[src/rtl/apb_pkg.sv]
// Shared definitions for the APB master slice.
//   WIDTH_DEF      default data width of command, bus and response data
//   ADDR_WIDTH_DEF default word address width (128 words)
//   TIMEOUT_DEF    default number of ACCESS cycles allowed before error
//   apb_state_e    transfer state, also exported on the debug port
package apb_pkg;

  localparam int WIDTH_DEF      = 32;
  localparam int ADDR_WIDTH_DEF = 7;
  localparam int TIMEOUT_DEF    = 16;

  typedef enum logic [1:0] {
    ST_IDLE   = 2'd0,
    ST_SETUP  = 2'd1,
    ST_ACCESS = 2'd2,
    ST_RESP   = 2'd3
  } apb_state_e;

endpackage

[src/rtl/apb_timeout_cnt.sv]
// Counts ACCESS cycles of one transfer and flags the last allowed one.
//   clk     rising-edge clock
//   rst_n   asynchronous active-low reset, clears the count
//   clear   restart the count at 0 (new transfer)
//   enable  count this cycle (transfer is in ACCESS)
//   expired high while the current cycle is the TIMEOUT-th counted cycle
module apb_timeout_cnt #(
  parameter int TIMEOUT = apb_pkg::TIMEOUT_DEF
) (
  input  logic clk,
  input  logic rst_n,
  input  logic clear,
  input  logic enable,
  output logic expired
);

  localparam int CW = $clog2(TIMEOUT + 1);

  logic [CW-1:0] count;

  // count holds the number of ACCESS cycles already completed, so the
  // cycle in progress is number count+1; saturation only guards misuse.
  always_ff @(posedge clk or negedge rst_n) begin
    if (!rst_n) begin
      count <= '0;
    end else if (clear) begin
      count <= '0;
    end else if (enable && (count != CW'(TIMEOUT))) begin
      count <= count + 1'b1;
    end
  end

  assign expired = enable && (count == CW'(TIMEOUT - 1));

endmodule

[src/rtl/apb_master.sv]
// Single-outstanding APB-style master: takes a command over a valid/ready
// port, runs SETUP then ACCESS on the bus, and returns the result over a
// valid/ready response port. A transfer whose responder never answers is
// closed after TIMEOUT ACCESS cycles with rsp_err_o set.
//
// Handshakes: a transfer on either the command or the response port happens
// on a rising edge where valid and ready are both high; the side asserting
// valid keeps it and its payload steady until that edge.
//
// Ports:
//   clk_i, rst_i        clock, asynchronous active-low reset
//   cmd_*               command request (write flag, word address, data)
//   sel_o, valid_o      bus select and access-phase strobe
//   wr_rd_o, addr_o,
//   wdata_o             bus fields, held for the whole transfer
//   ready_i, rdata_i    responder completion and read data
//   rsp_*               response (read data, timeout error)
//   state_o             current transfer state, for debug/checkers
module apb_master
  import apb_pkg::*;
#(
  parameter int WIDTH      = WIDTH_DEF,
  parameter int ADDR_WIDTH = ADDR_WIDTH_DEF,
  parameter int TIMEOUT    = TIMEOUT_DEF
) (
  input  logic                  clk_i,
  input  logic                  rst_i,
  input  logic                  cmd_valid_i,
  output logic                  cmd_ready_o,
  input  logic                  cmd_write_i,
  input  logic [ADDR_WIDTH-1:0] cmd_addr_i,
  input  logic [WIDTH-1:0]      cmd_wdata_i,
  output logic                  sel_o,
  output logic                  valid_o,
  output logic                  wr_rd_o,
  output logic [ADDR_WIDTH-1:0] addr_o,
  output logic [WIDTH-1:0]      wdata_o,
  input  logic                  ready_i,
  input  logic [WIDTH-1:0]      rdata_i,
  output logic                  rsp_valid_o,
  input  logic                  rsp_ready_i,
  output logic [WIDTH-1:0]      rsp_rdata_o,
  output logic                  rsp_err_o,
  output apb_state_e            state_o
);

  apb_state_e            state;
  apb_state_e            state_next;
  logic                  run;
  logic                  accept;
  logic                  expired;
  logic                  write_q;
  logic [ADDR_WIDTH-1:0] addr_q;
  logic [WIDTH-1:0]      wdata_q;
  logic [WIDTH-1:0]      rsp_rdata_q;
  logic                  rsp_err_q;

  // run keeps cmd_ready_o low while reset is asserted and rises on the
  // first clock after release.
  always_ff @(posedge clk_i or negedge rst_i) begin
    if (!rst_i) begin
      run <= 1'b0;
    end else begin
      run <= 1'b1;
    end
  end

  assign accept = (state == ST_IDLE) && run && cmd_valid_i;

  // State register
  always_ff @(posedge clk_i or negedge rst_i) begin
    if (!rst_i) begin
      state <= ST_IDLE;
    end else begin
      state <= state_next;
    end
  end

  // Next-state logic
  always_comb begin
    state_next = state;
    unique case (state)
      ST_IDLE:   if (accept) state_next = ST_SETUP;
      ST_SETUP:  state_next = ST_ACCESS;
      // ready_i wins over expiry on the last allowed cycle.
      ST_ACCESS: if (ready_i || expired) state_next = ST_RESP;
      ST_RESP:   if (rsp_ready_i) state_next = ST_IDLE;
      default:   state_next = ST_IDLE;
    endcase
  end

  // Output logic; bus and response fields read as 0 when not in use.
  always_comb begin
    cmd_ready_o = (state == ST_IDLE) && run;
    sel_o       = (state == ST_SETUP) || (state == ST_ACCESS);
    valid_o     = (state == ST_ACCESS);
    wr_rd_o     = sel_o ? write_q : 1'b0;
    addr_o      = sel_o ? addr_q  : '0;
    wdata_o     = sel_o ? wdata_q : '0;
    rsp_valid_o = (state == ST_RESP);
    rsp_rdata_o = rsp_valid_o ? rsp_rdata_q : '0;
    rsp_err_o   = rsp_valid_o ? rsp_err_q   : 1'b0;
    state_o     = state;
  end

  // Command capture and response capture
  always_ff @(posedge clk_i or negedge rst_i) begin
    if (!rst_i) begin
      write_q     <= 1'b0;
      addr_q      <= '0;
      wdata_q     <= '0;
      rsp_rdata_q <= '0;
      rsp_err_q   <= 1'b0;
    end else begin
      if (accept) begin
        write_q <= cmd_write_i;
        addr_q  <= cmd_addr_i;
        wdata_q <= cmd_wdata_i;
      end
      if (state == ST_ACCESS) begin
        if (ready_i) begin
          rsp_rdata_q <= write_q ? '0 : rdata_i;
          rsp_err_q   <= 1'b0;
        end else if (expired) begin
          rsp_rdata_q <= '0;
          rsp_err_q   <= 1'b1;
        end
      end
    end
  end

  apb_timeout_cnt #(
    .TIMEOUT (TIMEOUT)
  ) u_timeout (
    .clk     (clk_i),
    .rst_n   (rst_i),
    .clear   (accept),
    .enable  (state == ST_ACCESS),
    .expired (expired)
  );

endmodule

[config.mk]
export PLATFORM = sky130hd
export DESIGN_NAME = apb_master
export DESIGN_NICKNAME = d
export VERILOG_FILES = /design/src/rtl/apb_pkg.sv /design/src/rtl/apb_timeout_cnt.sv /design/src/rtl/apb_master.sv
export SDC_FILE = /design/constraint.sdc
export NUM_CORES = 1
export LEC_CHECK = 0
export ABC_AREA = 1
export ABC_CLOCK_PERIOD_IN_PS = 1820
export CORE_MARGIN = 2
export CORE_UTILIZATION = 44
export CTS_CLUSTER_SIZE = 16
export DETAILED_ROUTE_END_ITERATION = 8
export GPL_ROUTABILITY_DRIVEN = 0
export PLACE_DENSITY = 0.8
export SYNTH_ARGS = -nofsm -noshare
export SYNTH_HDL_FRONTEND = slang
export SYNTH_SLANG_ARGS = --single-unit
[constraint.sdc]
create_clock -name clk_i -period 1.82 [get_ports clk_i]
set_input_delay 0.546 -clock clk_i [delete_from_list [all_inputs] [get_ports clk_i]]
set_output_delay 0.546 -clock clk_i [all_outputs]
set_load 0.03 [all_outputs]
==> results of run 1 <==
[how the worst max path moves through the flow]
stage                     from        endpoint  slack, ns  cells past startpoint
global placement    state_o[0]      wdata_o[5]        0.1                      6
detailed placement  state_o[1]      wdata_o[5]       0.06                      6
floorplan           state_o[0]         wr_rd_o      -0.08                      6
global route        state_o[1]      wdata_o[6]      -0.33                      6
CTS                 state_o[0]     wdata_o[21]      -0.27                      6
finish              state_o[1]  rsp_rdata_o[4]      -0.27                      6
[cells in the mapped netlist, drive strengths merged]
library cell | instances | area (µm²)
nand2 | 206 | 786
nor2 | 3 | 13.8
dfrtp | 81 | 2030
nand3 | 118 | 596
buf | 29 | 164
ha | 7 | 87.6
xor2 | 1 | 8.76
inv | 87 | 327
clkbuf | 6 | 22.5
or2 | 1 | 6.26
o21ai | 1 | 5.00
nand4 | 3 | 18.8
conb | 1 | 3.75
[cells by family (layout without fill, tap and decap cells)]
logic type                 Yosys count  in the layout  share of synthesized area
adders and majority gates            7              7                     0.0215
AOI/OAI and AO/OA                    1              1                    0.00123
buffers and inverters              122            286                      0.126
and+or+nand+nor                    331            331                      0.349
xor gates and xnor gates             1              1                    0.00215
other                                1              1                   0.000922
DFF                                 81             81                      0.499
[area by class of cell]
type                    count  area [µm²]
clock buffers              10         128
clock inverters             5        81.3
fillers                   727        2830
inverters                  87         327
multi-input cells         341        1640
flip-flops and latches     81        2030
well taps                 111         139
repair buffers            184        1930
[flip-flops by register name, summed over array words and instances (netlist names)]
register / count
write_q: 1
run: 1
wdata_q: 32
u_timeout.count: 5
state_o: 2
rsp_err_q: 1
addr_q: 7
rsp_rdata_q: 32
[power groups by stage]
stage / clock (mW) / combinational, mW / sequential [mW]
after floorplan: 0 / 3.67 / 2.89
after global placement: 0 / 5.19 / 2.95
after detailed placement: 0 / 5.30 / 2.96
after CTS: 1.42 / 6.24 / 2.95
after global routing: 1.50 / 6.90 / 3.06
final: 1.39 / 6.39 / 2.98
[layout by cell type, fill, tap and decap left out]
| cell | synthesis | layout |
|---|---|---|
| o21ai_0 | 1 | 1 |
| buf_8 | 0 | 1 |
| buf_4 | 0 | 33 |
| or2_2 | 1 | 1 |
| clkbuf_1 | 6 | 1 |
| clkinv_4 | 0 | 1 |
| clkinv_2 | 0 | 1 |
| dfrtp_2 | 0 | 2 |
| conb_1 | 1 | 1 |
| dlygate4sd2_1 | 0 | 1 |
| nand3_2 | 1 | 1 |
| xor2_1 | 1 | 1 |
| clkdlybuf4s50_1 | 0 | 75 |
| clkbuf_2 | 0 | 1 |
| nor2_1 | 2 | 2 |
| nand2_2 | 2 | 29 |
| buf_6 | 3 | 65 |
| nand2_8 | 0 | 1 |
| inv_1 | 87 | 14 |
| clkbuf_16 | 0 | 1 |
| nand3_1 | 117 | 117 |
| clkbuf_8 | 0 | 9 |
| dfrtp_1 | 81 | 79 |
| ha_1 | 7 | 4 |
| nand2_1 | 203 | 176 |
| nor2_2 | 1 | 1 |
| inv_2 | 0 | 73 |
| bufinv_16 | 0 | 2 |
| buf_12 | 0 | 6 |
| buf_16 | 0 | 1 |
| nand4_1 | 3 | 3 |
| ha_4 | 0 | 3 |
| clkinvlp_4 | 0 | 1 |
[routing by layer]
metal	wire (µm)	vias up	share of wire
li1	-	1968	-
met1	4760	1904	0.43
met2	5210	181	0.47
met3	901	15	0.082
met4	117	0	0.011
met5	0	-	0
[what timing repair did]
| action | in CTS | in global routing |
|---|---|---|
| cloned | 2 | 1 |
| buffers inserted | 9 | 3 |
| hold buffers | 0 | 0 |
| pin swaps | 3 | 2 |
| resized for setup | 90 | 16 |
| endpoints found under the setup margin | 79 | 88 |
[worst max-delay path, stage by stage (launching register included)]
cell and delay [ns]:
dfrtp_2 0.42, buf_4 0.16, ha_4 0.20, clkbuf_16 0.17, nand2_1 0.07, inv_2 0.03, buf_4 0.15
==> qor.csv, run 1 <==
metric;value;unit
clock skew;0.00917;ns
Inst Count DP;789;
Clock Tree Buf Depth;2;
sequential power share;0.277;
met3 Use GR;0.0501;
n_diodes;0;
worst reg2reg setup slack;0.15;ns
worst skew pair latency;0.34;ns
Chip Height;100;µm
Finished Layout Cells;819;
Hold Fails Final Rpt;0;
number of global-route vias before repair;3983;
synthesized flop and latch total;81;
Net Count, Synth;628;
Setup violations, final;75;
largest net degree at the start of global routing;41;
first-pass GRT wire length;18300;µm
clock net sink count;81;
Placeable Area;9110;µm²
Hold/Removal Path Class;in -> async;
worst reg2reg path endpoint;rsp_err_q;
busiest grt layer;met2;
Gate power share;0.594;
drt wl/cell;13.4;µm
DRC errors left;0;
DRT Wirelength;11000;µm
final hold slack;0.117;ns
Clock H-tree levels;3;
Setup Crit Path Kind;reg -> out;
outcome;complete, but fails checks;
crit path launch type;flop;
initial core utilization;0.446;
Synth cell types;18;
fmax;0.480;GHz
die footprint;10000;µm²
DRT Pass-1 Iters;4;
Cells after Synth;544;
Finished Cell Area;6270;µm²
# nets final;788;
Total Power;10.8;mW
pre-CTS setup slack;0.0566;ns
Pint;6.00;mW
GRT Util Overall;0.225;
CTS root buf;clkbuf_8;
TNS Setup;-16.34;ns
Clock power frac;0.129;
met1 Track Usage GR;0.298;
final worst slack;-0.265;ns
failing checks;setup timing;
RSZ-0062 raised after global routing;true;
count of final max-slew check failures;0;
DRT iter0 DRCs;150;
detailed placement HPWL;7270;µm
Vias;4068;
register area share after synthesis;0.499;
max-cap violations;0;
Syn. warnings;0;
pwr/cell area;1710;nW/µm²
vias per cell;4.97;
CTS buffer count;9;
initial antenna violation count;0;
R2R depth;7;
Post-DP Area;5570;µm²
Final Cycle Share;1.15;
I/O pin cnt;156;
Final Util;0.689;
GRT overflow;0;
minimum clock period;2.09;ns
Worst Path Arrival;1.54;ns
leak pwr;3.56;nW
CP required;1.27;ns
Max FO, Critical Path;8;
critical path capture point type;primary output;
layout cells sized above 1;0.329;
met2 GRT Util;0.378;
Die X;100;µm
cell row count;35;
Post-DRT Antenna Nets;0;
synthesized area;4070;µm²
Net Sw Frac;0.442;
area growth from synthesis to layout;54.4;%
Worst R2R Start;state_o[1];
Worst-path clk slew;0.08;ns
# port buffers;155;
Switch Pwr;4.75;mW
synthesized area per cell;7.47;µm²
CTS tree;yes;
Max VDD drop;1.46;mV
No activity file was read; power rests on OpenSTA's default activity.
==> run 2, diff against run 1 <==
Settings changed: CORE_MARGIN 2 to 5.
==> run 2 against run 1 <==
The run still ends with setup timing left. Via count fell by 2.3%. First-iteration DRC count rose by 92%. Power decreased by 1.4%. Critical path depth stayed put. Routed wire length up 4.3%. Combinational power is 3% lower. Sequential power barely moved. Hold slack improved by 0.012 ns. Register-to-register slack hardly changed. Utilization is 1.5 points lower. Non-clock buffer count decreased by 5.
==> qor.csv, run 2 (synthesis results as in run 1) <==
metric;value;unit;change
outcome;complete, but fails checks;;
failing checks;setup timing;;
detailed placement HPWL;7960;µm;+9.6%
Vias;3974;;-2.3%
max-cap violations;0;;unchanged
pre-CTS setup slack;0.00839;ns;-0.0482 ns
RSZ-0062 raised after global routing;true;;
fmax;0.475;GHz;-0.85%
Worst Path Arrival;1.56;ns;+0.02 ns
die footprint;11300;µm²;+12%
R2R depth;9;;+2
# port buffers;155;;unchanged
Top Registers;rsp_rdata_q: 32 flops, wdata_q: 32 flops, addr_q: 7 flops;;
largest net degree at the start of global routing;41;;unchanged
minimum clock period;2.10;ns;+0.0178 ns
initial core utilization;0.446;;unchanged
pwr/cell area;1730;nW/µm²;+0.80%
Clock Tree Buf Depth;2;;unchanged
worst skew pair latency;0.34;ns;about the same
final worst slack;-0.283;ns;-0.0178 ns
layout cells sized above 1;0.309;;-0.0199
Clock H-tree levels;3;;unchanged
Hold Fails Final Rpt;0;;unchanged
TNS Setup;-18.11;ns;-1.77 ns
commonest non-fill, non-tap cells in the layout;nand2_1 (190), nand3_1 (117), dfrtp_1 (78);;
Hold/Removal Path Class;in -> async;;
Setup Crit Path Kind;reg -> out;;
DRT Pass-1 Iters;4;;unchanged
worst reg2reg path endpoint;state_o[1];;
initial antenna violation count;0;;unchanged
DRT iter0 DRCs;288;;+92%
GRT overflow;0;;unchanged
clock skew;0.00957;ns;+0.000400 ns
vias per cell;4.87;;-2.0%
Chip Height;106;µm;+6.0%
CTS tree;yes;;
Post-DRT Antenna Nets;0;;unchanged
leak pwr;3.52;nW;-1.1%
Final Cycle Share;1.16;;+0.00981
number of global-route vias before repair;3995;;+0.30%
hold buffer count at CTS;0;;unchanged
Finished Cell Area;6140;µm²;-2.2%
worst reg2reg setup slack;0.16;ns;about the same
Setup violations, final;76;;+1.3%
Max FO, Critical Path;8;;unchanged
Worst-path clk slew;0.08;ns;about the same
CP required;1.27;ns;about the same
crit path launch type;flop;;
I/O pin cnt;156;;unchanged
count of final max-slew check failures;0;;unchanged
cell row count;35;;unchanged
fillers;733;;+0.83%
CTS buffer count;9;;unchanged
Post-DP Area;5590;µm²;+0.45%
Die X;106;µm;+6.0%
critical path capture point type;primary output;;
drt wl/cell;14.0;µm;+4.7%
clock net sink count;81;;unchanged
Placeable Area;9110;µm²;unchanged
# nets final;784;;-0.51%
first-pass GRT wire length;18500;µm;+1.0%
n_diodes;0;;unchanged
CTS root buf;clkbuf_8;;
Worst R2R Start;u_timeout.count[0];;
DRT Wirelength;11500;µm;+4.3%
DRC errors left;0;;unchanged
Max VDD drop;1.22;mV;-16%
area growth from synthesis to layout;51.0;%;
commonest non-fill, non-tap cell in the layout;nand2_1;;
GRT Util Overall;0.199;;-0.0260
==> run 2: layer usage <==
layer  wire (µm)  vias up  GRT usage
li1            -     1964          -
met1        5000     1816      0.266
met2        5320      181      0.317
met3         977       13     0.0468
met4         166        0     0.0694
met5           0        -          0
==> run 2: how the worst max path moves through the flow <==
stage / end / cells past startpoint / start
after global routing: wdata_o[31] / 6 / state_o[1]
after floorplan: wr_rd_o / 6 / state_o[0]
after CTS: rsp_rdata_o[27] / 6 / state_o[1]
after detailed placement: rsp_rdata_q[11] / 8 / u_timeout.count[0]
after global placement: rsp_rdata_o[1] / 5 / state_o[1]
final: wdata_o[31] / 6 / state_o[1]
==> run 2: power by group <==
group,switching [mW],internal (mW)
combinational,3.61,2.59
clock,0.635,0.777
sequential,0.485,2.50
==> run 2: area by class of cell <==
type | instances | area (µm²) | area share
Sequential cell | 81 | 2030 | 0.331
Inverter | 87 | 329 | 0.0536
Clock inverter | 6 | 91.3 | 0.0149
Timing Repair Buffer | 179 | 1810 | 0.294
Multi-Input combinational cell | 342 | 1620 | 0.263
Clock buffer | 10 | 128 | 0.0208
Tap cell | 111 | 139 | 0.0226
==> run 2: through the flow <==
| step | power (mW) | cells | util | hold slack [ns] |
|---|---|---|---|---|
| floorplan | 6.57 | 544 | - | 0.250 |
| global placement | 8.16 | 791 | 0.614 | 0.464 |
| detailed placement | 8.30 | 791 | 0.614 | 0.470 |
| CTS | 10.3 | 812 | 0.660 | 0.127 |
| global route | 11.3 | 816 | 0.674 | 0.148 |
| finish | 10.6 | 816 | 0.674 | 0.130 |
==> run 2: what timing repair did <==
item	in CTS	in global routing
gates resized for setup	43	23
setup endpoints to repair	78	111
pin swaps	1	2
buffers inserted	5	2
gates cloned	0	2
==> run 2: worst max-delay path: stages, from the launching register on <==
cell,delay (ns)
dfrtp_2,0.40
inv_2,0.06
ha_4,0.32
buf_6,0.16
nand2_1,0.07
inv_2,0.05
buf_4,0.15
